<file path="src/rtl/approx_adder_error_monitor.sv">
// -----------------------------------------------------------------------------
// approx_adder_error_monitor
//
// Consumer end of the approximate ripple-carry adder datapath. Each accepted
// sample (op_a, op_b, approx_sum) is registered along with its recomputed
// exact sum. On the following edge the error distance is folded into the run
// metrics: error count, saturating sum of error distance, and maximum error
// distance. A run covers a programmed number of samples, then the results
// are held in DONE until the next start.
//
// Ports
//   clk, rst_n    single rising-edge clock, asynchronous active-low reset
//   start         begin a run (honoured in IDLE/DONE only)
//   num_samples   samples per run, latched on an accepted start
//   in_valid      sample on op_a/op_b/approx_sum is valid
//   in_ready      monitor accepts a sample this cycle (RUN only)
//   op_a, op_b    operands fed to the adder under test
//   approx_sum    WIDTH+1-bit sum produced by the adder under test
//   busy          run in progress (RUN or DRAIN)
//   done          results final (DONE)
//   sample_count  samples accepted this run
//   err_count     samples whose approx_sum differed from the exact sum
//   sum_err_dist  saturating sum of |exact - approx_sum|
//   max_err_dist  largest |exact - approx_sum| this run
//   acc_sat       sum_err_dist clamped at all-ones this run (sticky)
// -----------------------------------------------------------------------------
module approx_adder_error_monitor #(
  parameter int WIDTH = 8,
  parameter int CNT_W = 16,
  parameter int ACC_W = 24
) (
  input  logic             clk,
  input  logic             rst_n,
  input  logic             start,
  input  logic [CNT_W-1:0] num_samples,
  input  logic             in_valid,
  output logic             in_ready,
  input  logic [WIDTH-1:0] op_a,
  input  logic [WIDTH-1:0] op_b,
  input  logic [WIDTH:0]   approx_sum,
  output logic             busy,
  output logic             done,
  output logic [CNT_W-1:0] sample_count,
  output logic [CNT_W-1:0] err_count,
  output logic [ACC_W-1:0] sum_err_dist,
  output logic [WIDTH:0]   max_err_dist,
  output logic             acc_sat
);

  typedef enum logic [1:0] {S_IDLE, S_RUN, S_DRAIN, S_DONE} state_t;

  // Accumulator arithmetic is done one bit wider than the wider of the
  // accumulator and the error distance so overflow is visible as a carry.
  localparam int SUM_W = ((ACC_W > WIDTH + 1) ? ACC_W : WIDTH + 1) + 1;
  localparam logic [SUM_W-1:0] ACC_MAX = {{(SUM_W - ACC_W){1'b0}}, {ACC_W{1'b1}}};

  state_t           state_q, state_d;
  logic [CNT_W-1:0] n_q, n_d;
  logic [CNT_W-1:0] sample_count_q, sample_count_d;
  logic [CNT_W-1:0] err_count_q, err_count_d;
  logic [ACC_W-1:0] sum_err_dist_q, sum_err_dist_d;
  logic [WIDTH:0]   max_err_dist_q, max_err_dist_d;
  logic             acc_sat_q, acc_sat_d;
  logic             stage_valid_q, stage_valid_d;
  logic [WIDTH:0]   exact_q, exact_d;
  logic [WIDTH:0]   approx_q, approx_d;

  logic             transfer;
  logic [WIDTH:0]   ed;
  logic [SUM_W-1:0] acc_sum;

  assign transfer = (state_q == S_RUN) && in_valid;

  always_comb begin
    // NOTE: every signal written here gets a default first, so no path can
    // leave one unassigned and infer a latch.
    state_d        = state_q;
    n_d            = n_q;
    sample_count_d = sample_count_q;
    err_count_d    = err_count_q;
    sum_err_dist_d = sum_err_dist_q;
    max_err_dist_d = max_err_dist_q;
    acc_sat_d      = acc_sat_q;
    stage_valid_d  = transfer;
    exact_d        = exact_q;
    approx_d       = approx_q;

    ed      = (exact_q >= approx_q) ? (exact_q - approx_q) : (approx_q - exact_q);
    acc_sum = {{(SUM_W - ACC_W){1'b0}}, sum_err_dist_q}
            + {{(SUM_W - WIDTH - 1){1'b0}}, ed};

    if (transfer) begin
      exact_d  = {1'b0, op_a} + {1'b0, op_b};
      approx_d = approx_sum;
    end

    // Stage 2: fold the previously captured sample into the metrics.
    if (stage_valid_q) begin
      if (ed != '0) err_count_d = err_count_q + CNT_W'(1);
      if (acc_sum > ACC_MAX) begin
        sum_err_dist_d = '1;
        acc_sat_d      = 1'b1;
      end else begin
        sum_err_dist_d = acc_sum[ACC_W-1:0];
      end
      if (ed > max_err_dist_q) max_err_dist_d = ed;
    end

    unique case (state_q)
      S_IDLE, S_DONE: begin
        if (start) begin
          n_d            = num_samples;
          sample_count_d = '0;
          err_count_d    = '0;
          sum_err_dist_d = '0;
          max_err_dist_d = '0;
          acc_sat_d      = 1'b0;
          state_d        = (num_samples == '0) ? S_DONE : S_RUN;
        end
      end
      S_RUN: begin
        if (transfer) begin
          sample_count_d = sample_count_q + CNT_W'(1);
          if (sample_count_q + CNT_W'(1) == n_q) state_d = S_DRAIN;
        end
      end
      S_DRAIN: state_d = S_DONE;
      default: state_d = S_IDLE;
    endcase
  end

  // NOTE: the pipeline stage registers are reset together with the control
  // state so a mid-run reset cannot leave a stale sample to be accumulated.
  always_ff @(posedge clk or negedge rst_n) begin
    if (!rst_n) begin
      state_q        <= S_IDLE;
      n_q            <= '0;
      sample_count_q <= '0;
      err_count_q    <= '0;
      sum_err_dist_q <= '0;
      max_err_dist_q <= '0;
      acc_sat_q      <= 1'b0;
      stage_valid_q  <= 1'b0;
      exact_q        <= '0;
      approx_q       <= '0;
    end else begin
      // NOTE: non-blocking assignments so every flop samples pre-edge values.
      state_q        <= state_d;
      n_q            <= n_d;
      sample_count_q <= sample_count_d;
      err_count_q    <= err_count_d;
      sum_err_dist_q <= sum_err_dist_d;
      max_err_dist_q <= max_err_dist_d;
      acc_sat_q      <= acc_sat_d;
      stage_valid_q  <= stage_valid_d;
      exact_q        <= exact_d;
      approx_q       <= approx_d;
    end
  end

  assign in_ready     = (state_q == S_RUN);
  assign busy         = (state_q == S_RUN) || (state_q == S_DRAIN);
  assign done         = (state_q == S_DONE);
  assign sample_count = sample_count_q;
  assign err_count    = err_count_q;
  assign sum_err_dist = sum_err_dist_q;
  assign max_err_dist = max_err_dist_q;
  assign acc_sat      = acc_sat_q;

endmodule

</file>
<file path="config.mk">
export PLATFORM = sky130hd
export DESIGN_NAME = approx_adder_error_monitor
export DESIGN_NICKNAME = d
export VERILOG_FILES = /design/src/rtl/approx_adder_error_monitor.sv
export SDC_FILE = /design/constraint.sdc
export NUM_CORES = 1
export LEC_CHECK = 0
export ABC_CLOCK_PERIOD_IN_PS = 7340
export CORE_ASPECT_RATIO = 2
export CORE_UTILIZATION = 50
export DETAILED_ROUTE_END_ITERATION = 10
export PLACE_DENSITY = 0.88
export SLEW_MARGIN = 10
export SYNTH_ARGS = -nofsm -noshare
export SYNTH_HDL_FRONTEND = slang
export SYNTH_SLANG_ARGS = --single-unit
</file>
<file path="constraint.sdc">
create_clock -name clk -period 7.34 [get_ports clk]
set_clock_uncertainty 0.1 [all_clocks]
set_input_delay 2.202 -clock clk [delete_from_list [all_inputs] [get_ports clk]]
set_output_delay 2.202 -clock clk [all_outputs]
set_load 0.05 [all_outputs]
</file>
## Word-level counts from Yosys, hierarchy flattened

Cells that the tools add are included.

| cells by class | value |
|---|---|
| mux-type cells | 25 |
| divide/modulo/power cells | 0 |
| shifts and indexed selects | 0 |
| reductions and logical operators | 10 |
| $lt $le $gt $ge | 3 |
| equal/unequal tests | 7 |
| bitwise logic cells | 0 |
| add/sub/neg operators | 6 |
| multiply operators | 0 |

Operators with widths:

| operator | count |
|---|---|
| $mux 16 | 6 |
| $mux 24 | 4 |
| $mux 9 | 5 |
| $add 16x1->16 const B | 2 |
| $pmux 16 s2 | 1 |
| $add 24x9->25 | 1 |
| $gt 25x24->1 const B | 1 |
| $sub 9x9->9 | 2 |
| $eq 16x16->1 | 1 |
| $logic_not 16->1 | 1 |
| $add 8x8->9 | 1 |
| $ge 9x9->1 | 1 |
| $gt 9x9->1 | 1 |
| $reduce_bool 9->1 | 1 |
| $mux 2 | 4 |
| $pmux 2 s3 | 1 |
| $reduce_and 3->1 | 2 |
| $eq 2x2->1 const B | 2 |
| $mux 1 | 4 |
| $ne 2x1->1 const B | 2 |
| $eq 2x1->1 const B | 1 |
| $logic_not 2->1 | 1 |
| $ne 2x2->1 const B | 1 |
| $reduce_and 2->1 | 1 |
| other kinds (4) | 4 |

| word-level totals | value |
|---|---|
| memories kept | 0 |
| memory bits (read-only) | 0 |
| register bits after elaboration | 103 |
| output and inout port bits | 69 |
| logic and storage cells | 61 |
| bits in latches | 0 |
| RAM bits | 0 |
| input bits | 45 |

## Depth between registers and ports, before layout

| logic depth | value |
|---|---|
| depth after elaboration | 8 |
| gate-level depth with buffers | 22 |

## Worst setup path after synthesis

Ideal clock, no wire load.

| timing | value |
|---|---|
| path kind | register -> register |
| start | register exact_q[6] |
| end | register sum_err_dist_q[11], in the netlist sum_err_dist[11] |
| required time | 7.102 ns |
| path buffers | 3 |
| arrival time | 4.281 ns |
| setup time | 0.138 ns |
| slack | 2.821 ns |
| cell stages (with the launch flop) | 22 |
| cell sequence | dfrtp_1 > inv_1 > ha_1 > buf_4 > a211oi_2 > nor2_1 > a211o_1 > a21o_1 > buf_6 > mux2_2 > fa_1 > a21o_1 > a21oi_1 > o21ai_0 > a21o_1 > a21o_1 > a21o_1 > a31oi_1 > clkbuf_1 > o21ai_0 > a21oi_1 > a211oi_1 |

| on the way | value |
|---|---|
| longest elaborated chain between the ends | 8 |

RTL lines:

| what | RTL line | RTL |
|---|---|---|
| start: declaration | 65 | `logic [WIDTH:0] exact_q, exact_d;` |
| start signal: assignment | 156 | `exact_q <= exact_d;` |
| $sub 9x9->9 / $ge 9x9->1 (equally long branches) | 88 | `ed = (exact_q >= approx_q) ? (exact_q - approx_q) : (approx_q - exact_q);` |
| $mux 9 * | 88 |  |
| $add 24x9->25 * | 90 | `+ {{(SUM_W - WIDTH - 1){1'b0}}, ed};` |
| $gt 25x24->1 | 100 | `if (acc_sum > ACC_MAX) begin` |
| $mux 24 * | 100 |  |
| $mux 24 * | 98 | `if (stage_valid_q) begin` |
| $mux 24 | 111 | `if (start) begin` |
| $mux 24 * | 109 | `unique case (state_q)` |
| net sum_err_dist_d[11] | 61 | `logic [ACC_W-1:0] sum_err_dist_q, sum_err_dist_d;` |
| end signal: assignment | 152 | `sum_err_dist_q <= sum_err_dist_d;` |
| end: declaration | 61 |  |

Mark *: on every way through the listed nets, which the timed path passes. The rest lies on a longest branch.
A chain may end at the register's enable or synchronous reset.

## Worst setup path after layout

| timing | value |
|---|---|
| start | register exact_q[1] |
| end | register sum_err_dist_q[11], in the netlist sum_err_dist[11] |

Same word-level chain as after synthesis.

==> results.py <==
metrics = {
    "outcome": {
        "status": "complete, no violations",
    },
    "worst_setup_path": {
        "cp_data_arrival_time_ns": 5.60,
        "critical_path_class": "reg2reg",
        "slowest_stage": "a31oi_1",
        "critPathMaxStageDelay_ns": 0.72,
        "required_ns": 7.41,
        "worstPathMaxFanout": 12,
        "start_kind": "flop",
        "r2r_slack_ns": 1.81,
        "crit_path_frequent_cell": "a21o_1",
        "crit_path_cell_trace": "inv_1 -> ha_1 -> nor2b_1 -> o31ai_1 -> a21oi_1 -> a21o_1 -> mux2_2 -> fa_1 -> a21o_1 -> a21oi_1 -> o21ai_0 -> a21o_1 -> a21o_1 -> a21o_1 -> a31oi_1 -> o21ai_0 -> a21oi_1 -> a211oi_1",
        "rr_worst_depth": 18,
        "r2r_start": "exact_q[1]",
        "endpoint_kind": "flop",
        "r2r-end": "sum_err_dist[11]",
    },
    "cells_and_area": {
        "nets": 938,
        "final_area_mm2": 0.00804,
        "diodes": 0,
        "nFillCells": 1054,
        "syn_to_final_growth_pct": 22.5,
        "layout-drive-gt1-share_pct": 2.73,
        "utilization_pct": 63.3,
    },
    "pwr": {
        "power_density_mw_per_mm2": 511,
        "p_leak_nw": 3.61,
        "worst_ir_drop_vdd_uv": 494,
    },
    "routing": {
        "num_vias": 5897,
        "drc": 0,
        "wl_um": 18100,
        "wl_per_cell_um": 18.2,
        "drtAntennaViolNets": 0,
        "avgViaCountPerCell": 5.94,
        "drt_iter0_markers": 357,
        "dr.pass1.iters": 5,
    },
    "synthesis": {
        "yosysSeqAreaShare_pct": 39.3,
        "synthCells": 743,
        "yosysTopAreaCell": "dfrtp_1",
        "synthFlopType": "dfrtp_1",
        "synth-warning-count": 0,
        "synth_top_area_share_pct": 39.3,
        "ys_ff_latch": 103,
        "synth_nets": 841,
        "synth_edf_count": 0,
        "netlist_top_cells_area": "dfrtp_1, ha_1, nand2_1",
        "synth.avg_cell_area_um2": 8.84,
        "synthArstFlopShare_pct": 100,
        "synth_cell_types": 53,
        "synthesis.area_mm2": 0.00657,
    },
    "timing": {
        "setup_viol": 0,
        "rsz0062_at_grt": "no",
        "timing.slew.headroom_pct": 17.2,
        "fin_tns_setup_ns": 0,
        "final-hold-violation-count": 0,
        "period_share_pct": 75.3,
        "maxSlewViolCount": 0,
        "tightest_slew_ns": 1.23,
        "fmax_ghz": 0.181,
        "whs_ns": 0.419,
        "period_minus_slack_ns": 5.53,
        "timing.final.ws_setup_ns": 1.81,
    },
    "clock_network": {
        "ctsHoldBuffers": 0,
        "clock_latency_ns": 0.34,
        "post_cts_buffers": 0,
        "cts_resized": 0,
        "cts_tree": "yes",
        "htree_levels": 3,
        "clockBufferDepth": 2,
        "root_buffer": "clkbuf_16",
        "clock_sinks": 103,
        "cts_buffers": 9,
        "path_clk_slew_ns": 0.07,
    },
    "global_route": {
        "antenna_found_initial": 0,
        "gr-max-usage-layer": "met2",
        "grt_first_pass_wirelength_um": 29300,
        "grt_start_max_net_pins": 72,
        "met1_usage_pct": 25.7,
        "use_met2_pct": 53.5,
        "grt_usage_pct": 27.4,
        "first_global_vias": 6087,
        "grt.overflow.total": 0,
        "met3_usage_pct": 4.57,
    },
    "die": {
        "initial_core_util_pct": 51.7,
        "io_pins": 114,
        "num_rows": 58,
        "die_area_mm2": 0.0136,
        "die_h_um": 164,
        "dieWidth_um": 83.0,
        "core_mm2": 0.0127,
    },
    "min_path": {
        "whs_path_depth": 1,
        "hp-class": "reg2reg",
        "hold_start": "acc_sat",
        "holdPathEnd": "acc_sat",
    },
    "placed_design": {
        "place_hpwl_um": 13800,
        "io_buffers": 113,
        "place_area_mm2": 0.00776,
        "gp_congestion": 0.995,
        "pre_cts_ws_ns": 1.95,
    },
    "job": {
        "maxCapViolations": 0,
    },
}
[power breakdown]
| part | switching (W) | total [W] | internal (W) |
|---|---|---|---|
| Sequential | 0.000161 | 0.000877 | 0.000716 |
| Combinational | 0.00168 | 0.00276 | 0.00108 |
| Clock | 0.000208 | 0.000470 | 0.000262 |
[synthesized netlist by cell type, types with 3 or more instances]
library cell,instances
clkbuf_1,22
a21oi_1,44
nand3_1,19
inv_1,48
o31ai_1,8
and3_1,13
xnor2_1,30
xor2_1,18
mux2_2,3
nor2_1,49
or3_1,4
mux2i_1,21
ha_1,49
nand2_1,105
a31oi_1,8
o21a_1,12
fa_1,4
nand4_1,8
a21o_1,18
or4_1,4
o21ai_0,66
nand2b_1,7
buf_2,3
nor3_1,15
dfrtp_1,103
and2_1,6
nor2b_1,10
o21bai_1,3
nor4_1,10
[critical path, delay by kind of cell (launching register included)]
family | cells | cell delay, ns
buffers and inverters | 1 | 0.11
AO/OA/AOI/OAI | 13 | 3.27
multiplexers | 1 | 0.44
AND/OR/NAND/NOR | 1 | 0.21
adder cells (fa/ha/maj) | 2 | 0.78
flip-flops | 1 | 0.44
[cell usage in the layout, fill, tap and decap left out, types with 19 or more instances in the layout]
| master | n |
|---|---|
| dfrtp_1 | 103 |
| clkdlybuf4s50_1 | 112 |
| mux2i_1 | 21 |
| o21ai_0 | 66 |
| nand3_1 | 19 |
| nor2_1 | 49 |
| xnor2_1 | 30 |
| a21oi_1 | 44 |
| inv_1 | 48 |
| nand2_1 | 105 |
| ha_1 | 49 |
[logic make-up (layout without fill, tap and decap cells)]
| logic type | count (synthesis) | in the layout | synth area share, % |
|---|---|---|---|
| AND/OR/NAND/NOR | 255 | 255 | 18.1 |
| AO/OA/AOI/OAI | 183 | 183 | 17.1 |
| multiplexers | 25 | 25 | 3.94 |
| adder cells (fa/ha/maj) | 53 | 53 | 10.6 |
| XOR/XNOR | 48 | 48 | 6.40 |
| flip-flops | 103 | 103 | 39.3 |
| buffers and inverters | 76 | 176 | 4.69 |
[metrics by stage]
stage,std cells,power (W)
after floorplan,743,0.00290
after global placement,979,0.00355
after detailed placement,979,0.00361
after CTS,993,0.00409
after global routing,993,0.00442
final,993,0.00411
[registers in the layout, summed over array words and instances, names as in the netlist]
name	cells
acc_sat	1
max_err_dist	9
sum_err_dist	24
stage_valid_q	1
sample_count	16
approx_q	9
exact_q	9
n_q	16
err_count	16
state_q	2
[routing by layer]
layer	part of all wire, %	vias to the layer above
li1	-	2772
met1	34	2827
met2	56	210
met3	4.1	88
met4	6.7	0
met5	0	-
[how the worst max path moves through the flow]
stage	start	to	slack (ns)	depth (start not counted)
after floorplan	exact_q[6]	sum_err_dist[11]	2.82	21
after global placement	exact_q[1]	sum_err_dist[11]	2.07	18
after detailed placement	exact_q[1]	sum_err_dist[11]	1.95	19
after CTS	exact_q[1]	sum_err_dist[11]	1.87	19
after global routing	exact_q[1]	sum_err_dist[10]	1.39	19
final	exact_q[1]	sum_err_dist[11]	1.81	18
[layout make-up]
class	instances	area [um2]	share of cell area [%]
Multi-Input combinational cell	564	3680	45.8
Sequential cell	103	2580	32.1
Timing Repair Buffer	114	1140	14.1
Clock buffer	11	233	2.89
Tap cell	150	188	2.33
Inverter	48	180	2.24
Clock inverter	3	46.3	0.576
No activity file was read; power rests on OpenSTA's default activity.
